==> config.mk <==
export PLATFORM = sky130hd
export DESIGN_NAME = quad_inc_dec_gen
export DESIGN_NICKNAME = d
export VERILOG_FILES = /design/src/rtl/quad_inc_dec_gen.sv
export SDC_FILE = /design/constraint.sdc
export NUM_CORES = 1
export LEC_CHECK = 0
export ABC_AREA = 1
export CAP_MARGIN = 20
export CELL_PAD_IN_SITES_DETAIL_PLACEMENT = 0
export CELL_PAD_IN_SITES_GLOBAL_PLACEMENT = 1
export CORE_UTILIZATION = 50
export CTS_BUF_LIST = sky130_fd_sc_hd__clkbuf_8
export CTS_CLUSTER_SIZE = 30
export DETAILED_ROUTE_END_ITERATION = 10
export PLACE_DENSITY = 0.95
export SETUP_SLACK_MARGIN = 0.5
export SLEW_MARGIN = 20
export SYNTH_ARGS = -nofsm -noshare
export SYNTH_HDL_FRONTEND = slang
export SYNTH_SLANG_ARGS = --single-unit
==> constraint.sdc <==
create_clock -name clk -period 1.7 [get_ports clk]
set_input_delay 0.34 -clock clk [delete_from_list [all_inputs] [get_ports clk]]
set_output_delay 0.34 -clock clk [all_outputs]
set_load 0.005 [all_outputs]
==> src/rtl/quad_inc_dec_gen.sv <==
// Quadrature front-end: synchronizes and glitch-filters qa/qb, then decodes Gray steps into
// registered inc/dec/err pulses. Define QUAD_ERR_CNT_EN to add the saturating err_cnt output.
module quad_inc_dec_gen #(
  parameter int SYNC_STAGES = 2,
  parameter int FILT_LEN    = 3
) (
  input  logic       clk,
  input  logic       rst_n,
  input  logic       qa,
  input  logic       qb,
  input  logic       en,
  output logic       inc,
  output logic       dec,
  output logic       err
`ifdef QUAD_ERR_CNT_EN
  ,
  output logic [7:0] err_cnt
`endif
);

  localparam logic [3:0] FILT_LAST = 4'(FILT_LEN - 1);
  localparam logic [4:0] WAIT_LAST = 5'(SYNC_STAGES + FILT_LEN);

  logic [SYNC_STAGES-1:0] sync_a_q, sync_b_q;
  logic [1:0]             raw;
  logic [1:0]             filt_q, filt_d;
  logic [1:0][3:0]        cnt_q, cnt_d;
  logic [1:0]             prev_q;
  logic [4:0]             wait_q, wait_d;
  logic                   init_q, init_d;
  logic                   settled;
  logic [2:0]             step_q, step_d;   // {inc, dec, err} decode stage
  logic [2:0]             pulse_q;          // {inc, dec, err} output stage

  function automatic logic [1:0] gray2bin(input logic [1:0] g);
    return {g[1], g[1] ^ g[0]};
  endfunction

  assign raw = {sync_a_q[SYNC_STAGES-1], sync_b_q[SYNC_STAGES-1]};

  always_comb begin
    // NOTE: every variable gets a default first so no path can infer a latch.
    filt_d = filt_q;
    cnt_d  = cnt_q;
    for (int i = 0; i < 2; i++) begin
      if (raw[i] == filt_q[i]) begin
        cnt_d[i] = '0;
      end else if (cnt_q[i] == FILT_LAST) begin
        filt_d[i] = raw[i];
        cnt_d[i]  = '0;
      end else begin
        cnt_d[i] = cnt_q[i] + 4'd1;
      end
    end
  end

  // Init waits out the synchronizer/filter fill so pins already at 11 after reset are absorbed.
  assign settled = (cnt_q == '0) && (raw == filt_q);
  assign wait_d  = (wait_q == WAIT_LAST) ? wait_q : wait_q + 5'd1;
  assign init_d  = init_q | ((wait_q == WAIT_LAST) && settled);

  always_comb begin
    logic [1:0] cur_pos, prev_pos;
    cur_pos  = gray2bin(filt_q);
    prev_pos = gray2bin(prev_q);
    step_d   = '0;
    if (init_q && en) begin
      step_d[2] = (cur_pos == 2'(prev_pos + 2'd1));
      step_d[1] = (prev_pos == 2'(cur_pos + 2'd1));
      step_d[0] = ((filt_q ^ prev_q) == 2'b11);
    end
  end

  // NOTE: sequential state uses non-blocking assignments so all flops update from pre-edge values.
  always_ff @(posedge clk or negedge rst_n) begin
    if (!rst_n) begin
      sync_a_q <= '0;
      sync_b_q <= '0;
      filt_q   <= '0;
      cnt_q    <= '0;
      prev_q   <= '0;
      wait_q   <= '0;
      init_q   <= 1'b0;
      step_q   <= '0;
      pulse_q  <= '0;
    end else begin
      sync_a_q <= {sync_a_q[SYNC_STAGES-2:0], qa};
      sync_b_q <= {sync_b_q[SYNC_STAGES-2:0], qb};
      filt_q   <= filt_d;
      cnt_q    <= cnt_d;
      prev_q   <= filt_q;
      wait_q   <= wait_d;
      init_q   <= init_d;
      step_q   <= step_d;
      pulse_q  <= step_q & {3{en}};
    end
  end

  assign inc = pulse_q[2];
  assign dec = pulse_q[1];
  assign err = pulse_q[0];

`ifdef QUAD_ERR_CNT_EN
  logic [7:0] err_cnt_q;

  always_ff @(posedge clk or negedge rst_n) begin
    if (!rst_n) begin
      err_cnt_q <= '0;
    end else if (pulse_q[0] && (err_cnt_q != 8'hFF)) begin
      err_cnt_q <= err_cnt_q + 8'd1;
    end
  end

  assign err_cnt = err_cnt_q;
`endif

endmodule

==> results.txt, run 1 <==
Status = complete, no violations
Area leader, netlist = dfrtp_1
Via count = 803
Cts hold-fix bufs = 0
Gpl congestion = 0.783
# fillers = 198
Clk_lat worst skew = 270 ps
Grt ovf = 0
Fin nets = 149
Combinational Power Share = 25.1%
Max cap viols = 0
Clk_skew = 7.59 ps
DR WL/cell = 10.6 um
TritonCTS Buffers = 3
Die Area = 0.00260 mm2
Remaining DRCs = 0
Detailed Route WL = 1.79 mm
Die H = 51.0 um
Avg Synthesized Cell Area = 9.30 um2
Fmax = 902 MHz
Tmin final = 1110 ps
Share of cells above drive strength 1 = 14.2%
Final Max Slew Viols = 0
IO Port Bufs = 7
R2R Path End = wait_q[3]
RSZ-0062 raised after global routing = yes
Hold Crit Start = sync_a_q[0]
Initial antenna violation count = 0
Critical Path Source Type = flop
Sequential cell area fraction in the yosys report = 58.4%
Antenna fix cells = 0
Register bit total from synthesis = 28
P_leak = 0.698 nW
WS Path Type = flop to flop
Int Pwr = 1.30 mW
Worst EP required = 1900 ps
Critical Path End Type = flop
CTS tree = yes
Hold Vio Cnt, Final = 0
Final setup vio count = 0
Reg clk slew, reported paths = 100 ps
Net switching fraction of the power = 31.3%
Mapped cell area = 0.00120 mm2
Actual slew at the worst max-slew pin = 341 ps
Hold WC Path Type = flop to flop
Vias/cell = 4.75
Largest net degree at the start of global routing = 29
Slew headroom = 77.3%
Core region area = 0.00223 mm2
Final core utilization = 61.3%
Worst-path fanout max = 6
Starting Density = 53.7%
Worst hold endpoint = sync_a_q[1]
DRT iter0 DRCs = 5
Post-Syn Nets = 136
Clock tree buffer depth = 2
Number of standard cells in the layout, taps in and fillers out = 169
Ys Warns = 0
GRT Overall Usage = 17.7%
Yosys cell types = 19
Routed Antenna Nets = 0
Setup tns final = 0 ps
Largest cells by area after synthesis = dfrtp_1 (58%), nand2_1 (8.8%), inv_1 (5.6%)
Post-synth top area share = 58.4%
Clock root buffer = clkbuf_8
Row count = 17
CP arrival = 1310 ps
Final Cycle Share = 65.2%
R2R depth = 6
Dpl cells = 164
Mapped Cells = 129
Clock power share = 27.2%
Die X = 51.0 um
Pwr dens = 1380 mW/mm2
Global-route wire length before repair = 3.28 mm
H-tree levels = 1
Vias in the first global route = 811
Sink Count = 28
Hold depth = 0
Post-DP HPWL = 1.35 mm
I/O pin count = 8
P_sw = 0.593 mW
Area grow syn2layout = 14.2%
Reg2Reg Setup Slack = 590 ps
Worst IR Drop VDD = 711 uV
Flop pwr share = 47.7%
Reg-to-Reg Start = wait_q[0]
First-pass DRT Iterations = 4
[worst max-delay path: stages (launching register included)]
cell	delay, ps
dfrtp_1	420
ha_1	200
nand2_1	60
inv_1	60
nand2_4	80
o21ai_0	80
a21oi_1	120
[cell families (layout without fill, tap and decap cells)]
kind of cell	after synthesis	count (layout)	share of synthesized area (%)
buffers and inverters	21	33	7.19
AND/OR/NAND/NOR	61	61	22.1
adder cells (fa/ha/maj)	2	2	2.09
AO/OA/AOI/OAI	9	9	3.75
XOR/XNOR	8	8	6.47
flip-flops	28	28	58.4
[final cells by class]
type / count / area [um2] / area share (%)
Clock buffer: 3 / 41.3 / 3.01
Clock inverter: 1 / 30.0 / 2.19
Inverter: 20 / 75.1 / 5.48
Multi-Input combinational cell: 80 / 418 / 30.5
Sequential cell: 28 / 701 / 51.1
Tap cell: 28 / 35.0 / 2.56
Timing Repair Buffer: 9 / 70.1 / 5.11
[metal layers]
metal  GRT usage [%]  up-vias  share of wire, %
met3            3.57        4               2.5
met4            10.2        0               1.7
met5               0        -                 0
li1                -      415                 -
met1            18.9      375                43
met2            31.8        9                52
[registers in the layout, summed over array words and instances, names as in the netlist]
name and count:
wait_q 5, init_q 1, step_q 3, prev_q 2, pulse_q 3, cnt_q 8
sync_a_q 2, sync_b_q 2, filt_q 2
[power groups by stage]
stage	Clock, mW	Combinational (mW)	Sequential [mW]
after global routing	0.549	0.549	0.925
after floorplan	0	0.421	0.875
after detailed placement	0	0.495	0.918
final	0.514	0.476	0.905
after global placement	0	0.476	0.910
after CTS	0.526	0.491	0.905
[how the worst max path moves through the flow]
stage	startpoint	endpoint	slack [ps]	depth (start not counted)
after CTS	pulse_q[2]	inc	500	1
after floorplan	wait_q[0]	wait_q[3]	670	6
after global placement	en	step_q[2]	460	5
final	wait_q[0]	wait_q[3]	590	6
after detailed placement	en	step_q[1]	410	5
after global routing	wait_q[0]	wait_q[3]	500	6
[cells in the mapped netlist]
cell and number:
a21oi_1 5, buf_6 1, dfrtp_1 28, ha_1 2, inv_1 18, inv_2 2
nand2_1 28, nand2_2 6, nand3_1 7, nor2_1 16, nor2_2 1, nor3_1 1
nor3_2 1, o21ai_0 3, o21ai_1 1, or2_1 1, xnor2_1 4, xnor2_2 1
xor2_1 3
[placed cells by master (no fill, tap or decap), types with 4 or more instances in the layout]
master | synthesis | layout
nand3_1 | 7 | 7
nand2_2 | 6 | 5
clkdlybuf4s50_1 | 0 | 4
dfrtp_1 | 28 | 28
a21oi_1 | 5 | 5
inv_1 | 18 | 18
nand2_1 | 28 | 28
xnor2_1 | 4 | 4
nor2_1 | 16 | 16
[what timing repair did]
item	CTS	global route
buffers inserted	0	1
gates resized for setup	6	4
endpoints found under the setup margin	3	5
[stage by stage]
stage | total power [mW] | area (um2) | hold WS (ps) | worst slack, ps
after global placement | 1.39 | 1300 | 333 | 464
after detailed placement | 1.41 | 1300 | 349 | 407
after floorplan | 1.30 | 1200 | 44.4 | 669
final | 1.89 | 1370 | 366 | 591
after CTS | 1.92 | 1370 | 371 | 503
after global routing | 2.02 | 1370 | 372 | 496
No activity file was read; power rests on OpenSTA's default activity.
==> run 2: changes to the inputs <==
Settings changed: CORE_UTILIZATION 50 to 46, PLACE_DENSITY 0.95 to 0.89.
Clock period 1.7 ns to 1.12 ns, I/O delays scaled along.
==> results.txt, run 2 (synthesis results as in run 1) <==
Vias/cell = 4.82
CTS tree = yes
RSZ-0062 raised after global routing = yes
Final Cycle Share = 95.1%
Critical Path End Type = flop
Top reg by flops = cnt_q
Area grow syn2layout = 21.9%
Sink Count = 28
# fillers = 216
Vias in the first global route = 854
Clock root buffer = clkbuf_8
DRT iter0 DRCs = 11
Final Max Slew Viols = 0
Die Area = 0.00282 mm2
Post-DP HPWL = 1.39 mm
Crit-path max cell delay = 380 ps
Clk_lat worst skew = 260 ps
CP arrival = 1220 ps
Starting Density = 48.4%
Max cap viols = 0
Initial antenna violation count = 0
DP Worst Slack = 3.90 ps
Largest net degree at the start of global routing = 29
Reg-to-Reg Start = wait_q[1]
Global-route wire length before repair = 3.36 mm
Setup crit start = wait_q[1]
Fmax = 939 MHz
WP buf/inv = 2
H-tree levels = 1
WS Path Type = flop to flop
Worst-path fanout max = 6
Critical path's top delay family = flip-flops
Row count = 18
Gpl congestion = 0.810
Die X = 53.1 um
Remaining DRCs = 0
P_leak = 0.734 nW
Clk_skew = 2.20 ps
Detailed Route WL = 1.96 mm
Critical Path Source Type = flop
Actual slew at the worst max-slew pin = 233 ps
Max FFs per register = 8
Via count = 858
Share of cells above drive strength 1 = 32.4%
I/O pin count = 8
Fin nets = 157
TritonCTS Buffers = 3
Dpl cells = 168
Antenna fix cells = 0
Final WS setup = 54.9 ps
First-pass DRT Iterations = 4
Die H = 53.1 um
DR WL/cell = 11.0 um
Clock tree buffer depth = 2
Reg clk slew, reported paths = 90 ps
Regs by FF count = cnt_q: 8 flops, wait_q: 5 flops
Worst EP required = 1270 ps
Setup tns final = 0 ps
Pwr dens = 1890 mW/mm2
Most common cell after layout, fill and taps aside = dfrtp_1
Worst IR Drop VDD = 1040 uV
Number of standard cells in the layout, taps in and fillers out = 178
Final hold slack = 312 ps
GRT Overall Usage = 16.9%
Commonest non-fill, non-tap cells in the layout = dfrtp_1 (26), nand2_1 (21), inv_1 (14), nor2_1 (12), nand2_2 (11)
Hold Vio Cnt, Final = 0
Critical path, cell by cell = inv_1, ha_2, nand2_2, inv_2, nand2_4, xor2_1
Routed Antenna Nets = 0
Tmin final = 1070 ps
Grt ovf = 0
Hold WC Path Type = input port to asynchronous set/reset pin
Status = complete, no violations
Core region area = 0.00248 mm2
Slew headroom = 84.5%
Highest-delay cell along the critical path = dfrtp_1
Final setup vio count = 0
IO Port Bufs = 7
run 2: repair_timing:
action,in CTS,in global routing
setup buffers,6,1
gates resized for setup,24,11
setup endpoints to repair,26,24
hold buffers,0,0
pin swaps,8,6
run 2: area by class of cell:
type                    instances  area, um2  area share, %
well taps                      30       37.5           2.57
repair buffers                 17        141           9.67
multi-input cells              80        464           31.7
flip-flops and latches         28        703           48.1
clock buffers                   3       41.3           2.82
inverters                      20       75.1           5.13
run 2: layer usage:
metal / share of wire, % / track usage, % / vias to the layer above
met2: 55 / 32.1 / 7
met4: 0.61 / 7.89 / 0
li1: - / - / 429
met5: 0 / 0 / -
met3: 2.1 / 2.59 / 2
met1: 42 / 18.0 / 420
run 2: per-stage QoR:
| step | instance area (um2) | total power [mW] | util, % |
|---|---|---|---|
| CTS | 1430 | 2.74 | 57.5 |
| global placement | 1330 | 2.12 | 53.8 |
| finish | 1460 | 2.77 | 59.0 |
| floorplan | 1200 | 1.97 | - |
| detailed placement | 1330 | 2.16 | 53.8 |
| global route | 1460 | 3.00 | 59.0 |
run 2: final timing paths:
kind                                     to  cells past startpoint  slack [ps]
worst max register to register    wait_q[0]                      6          50
worst min-delay path             pulse_q[0]                      2         310
min in group clk                  step_q[0]                      3         360
worst max-delay path              wait_q[0]                      6          50
worst min register to register  sync_b_q[1]                      0         360
max in group asynchronous         filt_q[1]                      2         640
run 2: power breakdown:
part / switching, mW / internal [mW] / total (mW)
clock network: 0.278 / 0.241 / 0.519
logic: 0.476 / 0.370 / 0.847
registers: 0.207 / 1.19 / 1.40
total: 0.961 / 1.80 / 2.77
==> run 3: changes to the inputs <==
Settings changed: ABC_CLOCK_PERIOD_IN_PS set to 1120.
==> results of run 3 <==
The final DEF is identical to that of run 2; final timing and power are the same.
